## src/rtl/sm_pkg.sv

```systemverilog
// Shared constants for the sign-magnitude to BCD path: FSM state encoding,
// BCD digit geometry and the double-dabble correction threshold.
package sm_pkg;

    // Converter FSM states
    localparam logic [1:0] IDLE  = 2'd0;
    localparam logic [1:0] SHIFT = 2'd1;
    localparam logic [1:0] LOAD  = 2'd2;

    // One BCD digit is one nibble
    localparam int NIBBLE_W = 4;

    // Digits at or above this value are corrected by +3 before each shift
    localparam int ADD3_THRESH = 5;

    // 10^d, saturating at the all-ones value instead of wrapping
    function automatic longint unsigned pow10(input int d);
        longint unsigned r;
        r = 64'd1;
        for (int i = 0; i < d; i++) begin
            if (r > 64'd1844674407370955161) begin
                r = '1;
            end else begin
                r = r * 64'd10;
            end
        end
        return r;
    endfunction

endpackage

```

## src/rtl/bcd_add3.sv

```systemverilog
// Double-dabble digit correction: a digit of 5..15 gets +3 so that the
// following left shift carries correctly into the next decimal digit.
module bcd_add3
    import sm_pkg::*;
(
    input  logic [NIBBLE_W-1:0] din,
    output logic [NIBBLE_W-1:0] dout
);

    // Conditional +3 on a single digit
    always_comb begin
        dout = (din >= NIBBLE_W'(ADD3_THRESH)) ? din + NIBBLE_W'(3) : din;
    end

endmodule

```

## src/rtl/sm_to_bcd.sv

```systemverilog
// Sign-magnitude to packed-BCD converter. Accepts one operand while idle,
// runs N-1 double-dabble steps, then publishes sign and digits with a
// one-cycle done pulse. Latency is a fixed N cycles from the accept edge.
module sm_to_bcd
    import sm_pkg::*;
#(
    parameter int N = 8,
    parameter int D = 3
) (
    input  logic               clk,
    input  logic               rst_n,
    input  logic               start,
    input  logic [N-1:0]       sm_in,
    output logic               ready,
    output logic               done,
    output logic               neg,
    output logic [4*D-1:0]     bcd
);

    localparam int MW = N - 1;            // magnitude width
    localparam int CW = $clog2(N);        // iteration counter width
    localparam int BW = NIBBLE_W * D;     // BCD scratch width
    localparam longint unsigned MAX_MAG = (64'd1 << MW) - 64'd1;

    // Reject parameter sets where the largest magnitude cannot fit in D digits
    if (N < 2) begin : g_bad_n
        $error("sm_to_bcd: N must be at least 2");
    end
    if (pow10(D) <= MAX_MAG) begin : g_bad_d
        $error("sm_to_bcd: D digits cannot represent the largest magnitude");
    end

    logic [1:0]    state_q,    state_d;
    logic [MW-1:0] mag_q,      mag_d;
    logic [BW-1:0] scratch_q,  scratch_d;
    logic [CW-1:0] cnt_q,      cnt_d;
    logic          neg_pend_q, neg_pend_d;
    logic          done_q,     done_d;
    logic          neg_q,      neg_d;
    logic [BW-1:0] bcd_q,      bcd_d;
    logic [BW-1:0] corrected;

    // One correction cell per scratch digit
    for (genvar g = 0; g < D; g++) begin : g_digit
        bcd_add3 u_add3 (
            .din  (scratch_q[g*NIBBLE_W +: NIBBLE_W]),
            .dout (corrected[g*NIBBLE_W +: NIBBLE_W])
        );
    end

    // Next-state and datapath update for the three-state converter
    always_comb begin
        // NOTE: every variable gets its hold value first so no path leaves it unassigned (no latches).
        state_d    = state_q;
        mag_d      = mag_q;
        scratch_d  = scratch_q;
        cnt_d      = cnt_q;
        neg_pend_d = neg_pend_q;
        neg_d      = neg_q;
        bcd_d      = bcd_q;
        done_d     = 1'b0;

        case (state_q)
            IDLE: begin
                if (start) begin
                    mag_d      = sm_in[MW-1:0];
                    // Negative zero is folded to positive here, once, at capture
                    neg_pend_d = sm_in[N-1] & (|sm_in[MW-1:0]);
                    scratch_d  = '0;
                    cnt_d      = CW'(MW);
                    state_d    = SHIFT;
                end
            end
            SHIFT: begin
                // The bit shifted out of the top digit is always zero for legal N/D
                {scratch_d, mag_d} = {corrected, mag_q} << 1;
                cnt_d              = cnt_q - CW'(1);
                if (cnt_q == CW'(1)) begin
                    state_d = LOAD;
                end
            end
            LOAD: begin
                bcd_d   = scratch_q;
                neg_d   = neg_pend_q;
                done_d  = 1'b1;
                state_d = IDLE;
            end
            default: begin
                state_d = IDLE;
            end
        endcase
    end

    // State registers with synchronous active-low reset that dominates start
    always_ff @(posedge clk) begin
        // NOTE: non-blocking assignments so every flop samples the pre-edge values.
        if (!rst_n) begin
            state_q    <= IDLE;
            mag_q      <= '0;
            scratch_q  <= '0;
            cnt_q      <= '0;
            neg_pend_q <= 1'b0;
            done_q     <= 1'b0;
            neg_q      <= 1'b0;
            bcd_q      <= '0;
        end else begin
            state_q    <= state_d;
            mag_q      <= mag_d;
            scratch_q  <= scratch_d;
            cnt_q      <= cnt_d;
            neg_pend_q <= neg_pend_d;
            done_q     <= done_d;
            neg_q      <= neg_d;
            bcd_q      <= bcd_d;
        end
    end

    assign ready = (state_q == IDLE);
    assign done  = done_q;
    assign neg   = neg_q;
    assign bcd   = bcd_q;

endmodule

```

## config.mk

```make
export PLATFORM = sky130hd
export DESIGN_NAME = sm_to_bcd
export DESIGN_NICKNAME = d
export VERILOG_FILES = /design/src/rtl/sm_pkg.sv /design/src/rtl/bcd_add3.sv /design/src/rtl/sm_to_bcd.sv
export SDC_FILE = /design/constraint.sdc
export NUM_CORES = 1
export LEC_CHECK = 0
export ABC_AREA = 1
export BUFFER_PORTS_ARGS = -buffer_cell sky130_fd_sc_hd__buf_2
export CAP_MARGIN = 20
export CORE_AREA = 2 2 67 69
export DETAILED_ROUTE_END_ITERATION = 12
export DIE_AREA = 0 0 69 71
export GPL_TIMING_DRIVEN = 0
export PLACE_DENSITY_LB_ADDON = 0.2
export SYNTH_ARGS = -nofsm -noshare
export SYNTH_HDL_FRONTEND = slang
export SYNTH_SLANG_ARGS = --single-unit
```

## constraint.sdc

```tcl
create_clock -name clk -period 2.8 [get_ports clk]
set_input_delay 0 -clock clk [delete_from_list [all_inputs] [get_ports clk]]
set_output_delay 0 -clock clk [all_outputs]
set_load 0.05 [all_outputs]
```

==> impl_results.md, run 1 <==
- Status: finished, final reports clean
- IO buf count: 25
- Ys flop type: dfxtp_1
- Via count: 1657
- Worst setup margin: approximately 1400 ps
- Sw Ratio: 26.25%
- Pins Over Slew Limit: 0
- Share of cells above drive strength 1: 16.37%
- Clk_lat worst skew: 300 ps
- CP Data Required Time: 3040 ps
- FF-to-FF path depth: 9
- Post-synthesis sequential area ratio: around 44%
- DR WL/cell: 12.44 um
- Final setup viols: 0
- # DRC: 0
- Setup TNS Final: 0 ps
- Post-route minimum period: approximately 1400 ps
- First-pass GRT wire length: 7196 um
- Fin crit share: 50.42%
- NumNets Final: 299
- LEAKAGE: 0.9798 nW
- # rows: 24
- CTS tree: built
- Drt pass-1 iters: 4
- Root Buffer: clkbuf_8
- Share of synthesized registers carrying an async set or reset: 0%
- DP Wirelength: 2837 um
- Hold Startpoint: start
- RSZ-0062 raised after global routing: no
- Final core utilization: 50.42%
- Worst-path cell chain: inv_1, ha_1, inv_1, nand2_1, nand3_1, nand2_1, nor2_1, nor2_1, nor2_1
- Total GRT Usage: a little under a fifth
- Placed cells: approximately 320
- Die Y: between 70 and 80 um
- CP max-delay cell: dfxtp_1
- Synth warn: 0
- Worst VDD drop: 0.3051 mV
- Aggregate routed wire length: 4141 um
- Slowest stage delay, CP: roughly 420 ps
- Post-CTS setup buffer count: 0
- CTS HTree Levels: 2
- Mapped Nets: between 200 and 300
- Reg clk slew, reported paths: 80 ps
- Worst Setup End Kind: register
- Post-synthesis cell type count: 25
- Cts bufs inserted: 5
- Crit Path Category: reg -> reg
- Starting Density: 42.62%
- Post-Syn Instances: 246
- Min-Delay Path Class: in -> reg
- Placer congestion estimate: 0.8704
- Max-cap violation count: 0
- Initial antenna violation count: 0
- Hold Crit Depth: 3
- Post-synth EDFFs: 0
- Reg2reg setup slack: roughly 1400 ps
- Post-route insts no fill: 333
- Fill count: 462
- Largest net degree at the start of global routing: 13
- IO Count: 26
- Antenna diodes: 0
- Hold Violations, Final: 0
- Worst path top cell family by delay: simple AND/OR/NAND/NOR gates
- Area grow syn2layout: 18.30%
- Synth Area per Inst: 7.283 um2
- Core area: 4204 um2
- Critical path startpoint category: register
- Worst-Margin Slew: around 530 ps
- Max Buffers Root-to-Sink: 2
- Buffers & Inverters on Critical Path: 2
- FF-to-FF End: scratch_q[4]
- Die X: 69 um
- Synthesized area: between 1500 and 2000 um2
- Gr ovfl total: 0
- Initial drt markers: 184
- Post-CTS Resized: 0
- Fmax: a little over 700 MHz
- Vias in the first global route: approximately 1600
- Flop pwr share: 47.3%
- Reg2reg start: scratch_q[0]
- Clk pwr share: 39.5%
- Comb pwr share: a little over an eighth
- Sink Count: 39
- Die area: a little under 5000 um2
- Pwr dens: 588.6 nW/um2
- DRT antenna net count: 0
- Post-Place Worst Slack: between 1000 and 1500 ps
- Synthesis-stage register bit count: 39
- DR vias/cell: 4.976
- Critical path fanouts, max: 5
- Max_slew headroom: 64.86%
- Sw power: 327.5 uW
- Setup Skew: 7.098 ps
- Int Power: a little over 900 uW
- Hold Path End: state_q[0]
- Most used cell, CP: nor2_1
- Critical path arrival: 1650 ps
[cell usage after synthesis (2+ instances only)]
cell,instances,area [um2]
inv_2,3,11.26
nand3_1,13,65.06
o21ai_0,18,90.09
nand4_1,6,37.54
o21ai_1,2,10.01
clkbuf_1,2,7.510
buf_4,2,15.01
a21oi_1,30,150.1
inv_1,21,78.83
buf_6,2,22.52
buf_2,2,10.01
dfxtp_1,39,780.8
nand2_1,67,251.5
ha_1,8,100.1
nor2_1,20,75.07
o211ai_1,2,15.01
[cell usage in the layout (no fill, tap or decap), drive strengths merged]
| master | n |
|---|---|
| nand2 | 68 |
| dfxtp | 39 |
| buf | 32 |
| a21oi | 31 |
| inv | 24 |
| nor2 | 22 |
| o21ai | 20 |
| nand3 | 13 |
| ha | 8 |
| clkbuf | 8 |
| nand4 | 6 |
| o211ai | 2 |
| dlygate4sd3 | 2 |
| nor4 | 1 |
| xor2 | 1 |
| nor3 | 1 |
| a22oi | 1 |
| bufinv | 1 |
| clkinv | 1 |
[cell type report]
class	instances	area, um2	area share (%)
Buffer	9	58.81	2.775
Clock buffer	6	82.58	3.896
Clock inverter	2	35.03	1.653
Inverter	24	90.09	4.250
Multi-Input combinational cell	174	862.1	40.67
Sequential cell	39	780.7	36.84
Tap cell	52	65.06	3.070
Timing Repair Buffer	27	145.1	6.848
[state kept, by name (all words and copies together), names as in the netlist]
name        cells
bcd            12
cnt_q           3
done            1
mag_q           7
neg             1
neg_pend_q      1
scratch_q      12
state_q         2
[through the flow]
stage	hold slack (ps)	area [um2]	total power [mW]
6_report	19.76	2120	1.248
5_1_grt	53.23	2120	1.299
4_1_cts	17.60	2120	1.255
3_5_place_dp	256.1	1982	0.7671
3_3_place_gp	252.0	1982	0.7649
2_1_floorplan	138.4	1792	0.7202
[worst max-delay path by stage]
stage          depth (start not counted)  slack [ps]           end          from
3_3_place_gp                           9        1460  scratch_q[4]  scratch_q[0]
2_1_floorplan                          7        1320  scratch_q[8]    state_q[1]
5_1_grt                                9        1200  scratch_q[8]  scratch_q[4]
6_report                               9        1390  scratch_q[4]  scratch_q[0]
4_1_cts                                9        1370  scratch_q[4]  scratch_q[0]
3_5_place_dp                           9        1400  scratch_q[4]  scratch_q[0]
[routing by layer]
metal,vias to the layer above,wire [um],GRT usage (%)
li1,874,-,-
met1,735,1997,22.45
met2,38,1877,30.77
met3,10,170,3.846
met4,0,95,9.150
met5,-,0,0
[tightest hold or removal path, delay by kind of cell]
family / cells / cell delay [ps]
simple gates: 1 / 80
compound gates: 1 / 60
buf+inv: 1 / 120
[timing repair]
action | in CTS | in global routing
setup endpoints to repair | 0 | 0
endpoints found under the hold margin | 2 | 0
hold buffers | 2 | 0
[cells by family after synthesis]
group	count (synthesis)	share of synthesized area [%]
simple gates	111	25.91
compound gates	54	16.13
flops	39	43.58
buf+inv	33	8.310
fa+ha+maj	8	5.587
xor+xnor	1	0.4889
[power by group through the flow]
stage / combinational, mW / sequential [mW] / clock, mW
after global placement: 0.162 / 0.603 / 0
after floorplan: 0.103 / 0.617 / 0
after CTS: 0.166 / 0.591 / 0.499
final: 0.165 / 0.591 / 0.493
after global routing: 0.183 / 0.593 / 0.523
after detailed placement: 0.164 / 0.603 / 0
Note: power is estimated with default switching activity, not from simulation.
==> inputs of run 2 (changes only) <==
==> constraint.sdc (replaced) <==
create_clock -name clk -period 1.18 [get_ports clk]
set_input_delay 0 -clock clk [delete_from_list [all_inputs] [get_ports clk]]
set_output_delay 0 -clock clk [all_outputs]
set_load 0.05 [all_outputs]
==> run 2 against run 1 <==
Net effect: the flow now finishes with violations (setup timing); total power up 120%; die area stayed put; largest cell class unchanged; critical path type unchanged; non-clock buffer count increased by 15.
==> impl_results.md, run 2 (synthesis gave the netlist of run 1 again) <==
- Aggregate routed wire length: approximately 4500 um
- Fin crit share: 101.2%
- Hold Crit Depth: 3
- Max Buffers Root-to-Sink: 2
- Post-route minimum period: 1195 ps
- Worst Setup End Kind: register
- DRT antenna net count: 0
- Die X: 69 um
- Sw Ratio: 29.24%
- Pins Over Slew Limit: 0
- Hold Path End: state_q[0]
- DR WL/cell: 12.91 um
- Root Buffer: clkbuf_8
- Total GRT Usage: 18.03%
- Worst VDD drop: 0.8047 mV
- Max-cap violation count: 0
- LEAKAGE: 1.139 nW
- Gr ovfl total: 0
- Die Y: 71 um
- Reg clk slew, reported paths: 70 ps
- Met1 Usage GRT: 21.31%
- Core area: 4204 um2
- Area grow syn2layout: 35.75%
- Cts bufs inserted: 5
- Worst-Margin Slew: 668.3 ps
- CTS HTree Levels: 2
- FF-to-FF End: mag_q[5]
- Flop pwr share: 50.3%
- Hold Startpoint: start
- Starting Density: 42.62%
- # rows: 24
- Critical path fanouts, max: 6
- # DRC: 0
- Initial antenna violation count: 0
- Share of cells above drive strength 1: 36.15%
- CP Data Required Time: 1400 ps
- Commonest non-fill, non-tap cell in the layout: nand2_1
- NumNets Final: ~310
- RSZ-0062 raised after global routing: yes
- Worst setup margin: -14.55 ps
- Via count: 1779
- FF-to-FF path depth: 7
- Antenna diodes: 0
- Total power: 2.776 mW
- Reg2reg start: state_q[0]
- Clk pwr share: about a third
- Met2 Usage GRT: between 30% and 40%
- Most frequent cells in the layout: nand2_1 (53), dfxtp_1 (31), buf_2 (26), a21oi_1 (25), nor2_1 (20)
- Setup Skew: between 10 and 15 ps
- Drt pass-1 iters: 4
- DR vias/cell: 5.112
- Setup TNS Final: -24.44 ps
- Hold Violations, Final: 0
- Largest net degree at the start of global routing: 13
- Comb pwr share: 17.2%
- CTS tree: built
- Min-Delay Path Class: in -> reg
- GRT busiest layer: met2
- Met3 Use GR: 3.846%
- Post-route insts no fill: 348
- Die area: 4899 um2
- Vias in the first global route: 1558
- Reg2reg setup slack: -10 ps
- Crit Path Category: reg -> reg
- Max_slew headroom: 55.45%
- Fmax: 837.1 MHz
- Failing checks: setup timing
- Placed cells: 323
- Initial drt markers: 70
- Sw power: 811.9 uW
- IO buf count: 25
- Pwr dens: approximately 1100 nW/um2
- DP Wirelength: 2738 um
- IO Count: 26
- Clk_lat worst skew: 300 ps
- Final setup viols: 2
- Status: complete, but fails checks
- Critical path arrival: 1420 ps
- First-pass GRT wire length: 7086 um
- Int Power: 1.965 mW
- Sink Count: 39
- Critical path startpoint category: register
- Placer congestion estimate: 0.8027
## run 2: cell types whose count changed in the layout (fill, tap and decap cells not counted), moves of 5 or more
cell / delta
dfxtp_1: -8
buf_4: +7
buf_6: +9
nand2_1: -14
ha_1: -6
a21oi_1: -5
inv_4: +5
nand2_2: +11
a21oi_2: +5
dfxtp_4: +5
inv_1: -10
## run 2: worst max-delay path by stage
stage                             from      endpoint  slack, ps  cells after the start
after global routing      scratch_q[0]  scratch_q[4]        -90                      9
after floorplan             state_q[1]  scratch_q[8]        -50                      7
final                       state_q[0]      mag_q[5]        -10                      7
after global placement    scratch_q[4]  scratch_q[8]       -170                      9
after CTS                 scratch_q[4]  scratch_q[8]         -3                      8
after detailed placement  scratch_q[4]  scratch_q[8]       -190                      9
## run 2: repair_timing
action	4_1_cts	5_1_grt
buffers inserted	6	8
hold buffers	2	0
pin swaps	3	25
cloned	0	1
setup endpoints to repair	13	26
resized for setup	23	57
endpoints found under the hold margin	2	0
## run 2: worst max-delay path, cell delays in order, from the launching register on
cell	delay, ps
dfxtp_2	350
buf_6	100
nor2_4	40
a21oi_4	200
buf_6	160
buf_6	120
nand2_1	50
a21oi_1	110
## run 2: final cells by class
class | count | area [um2]
Inverter | 24 | 110.1
Fill cell | 417 | 1772
Sequential cell | 39 | 803.3
Tap cell | 52 | 65.06
Multi-Input combinational cell | 174 | 1017
Clock buffer | 6 | 72.57
Timing Repair Buffer | 42 | 280.3
Buffer | 9 | 72.57
Clock inverter | 2 | 11.26
## run 2: per-layer routing
layer	share of wire [%]	routed length (um)
met1	44	1982
met2	50	2243
met3	4.3	191
met4	1.7	76
met5	0	0
## run 2: metrics by stage
stage	setup WS, ps	instance area (um2)	hold slack, ps	util, %
floorplan	-50.87	1802	138.4	-
global placement	-169.0	1992	282.8	47.38
detailed placement	-193.5	1992	287.5	47.38
CTS	-3.439	2195	13.57	52.20
global route	-88.26	2432	27.28	57.86
finish	-14.55	2432	14.98	57.86
## run 2: power groups by stage
| stage | sequential, mW | combinational [mW] | clock, mW |
|---|---|---|---|
| after floorplan | 1.46 | 0.248 | 0 |
| after global placement | 1.43 | 0.386 | 0 |
| after detailed placement | 1.43 | 0.388 | 0 |
| after CTS | 1.40 | 0.399 | 0.922 |
| after global routing | 1.40 | 0.533 | 0.977 |
| final | 1.40 | 0.477 | 0.903 |
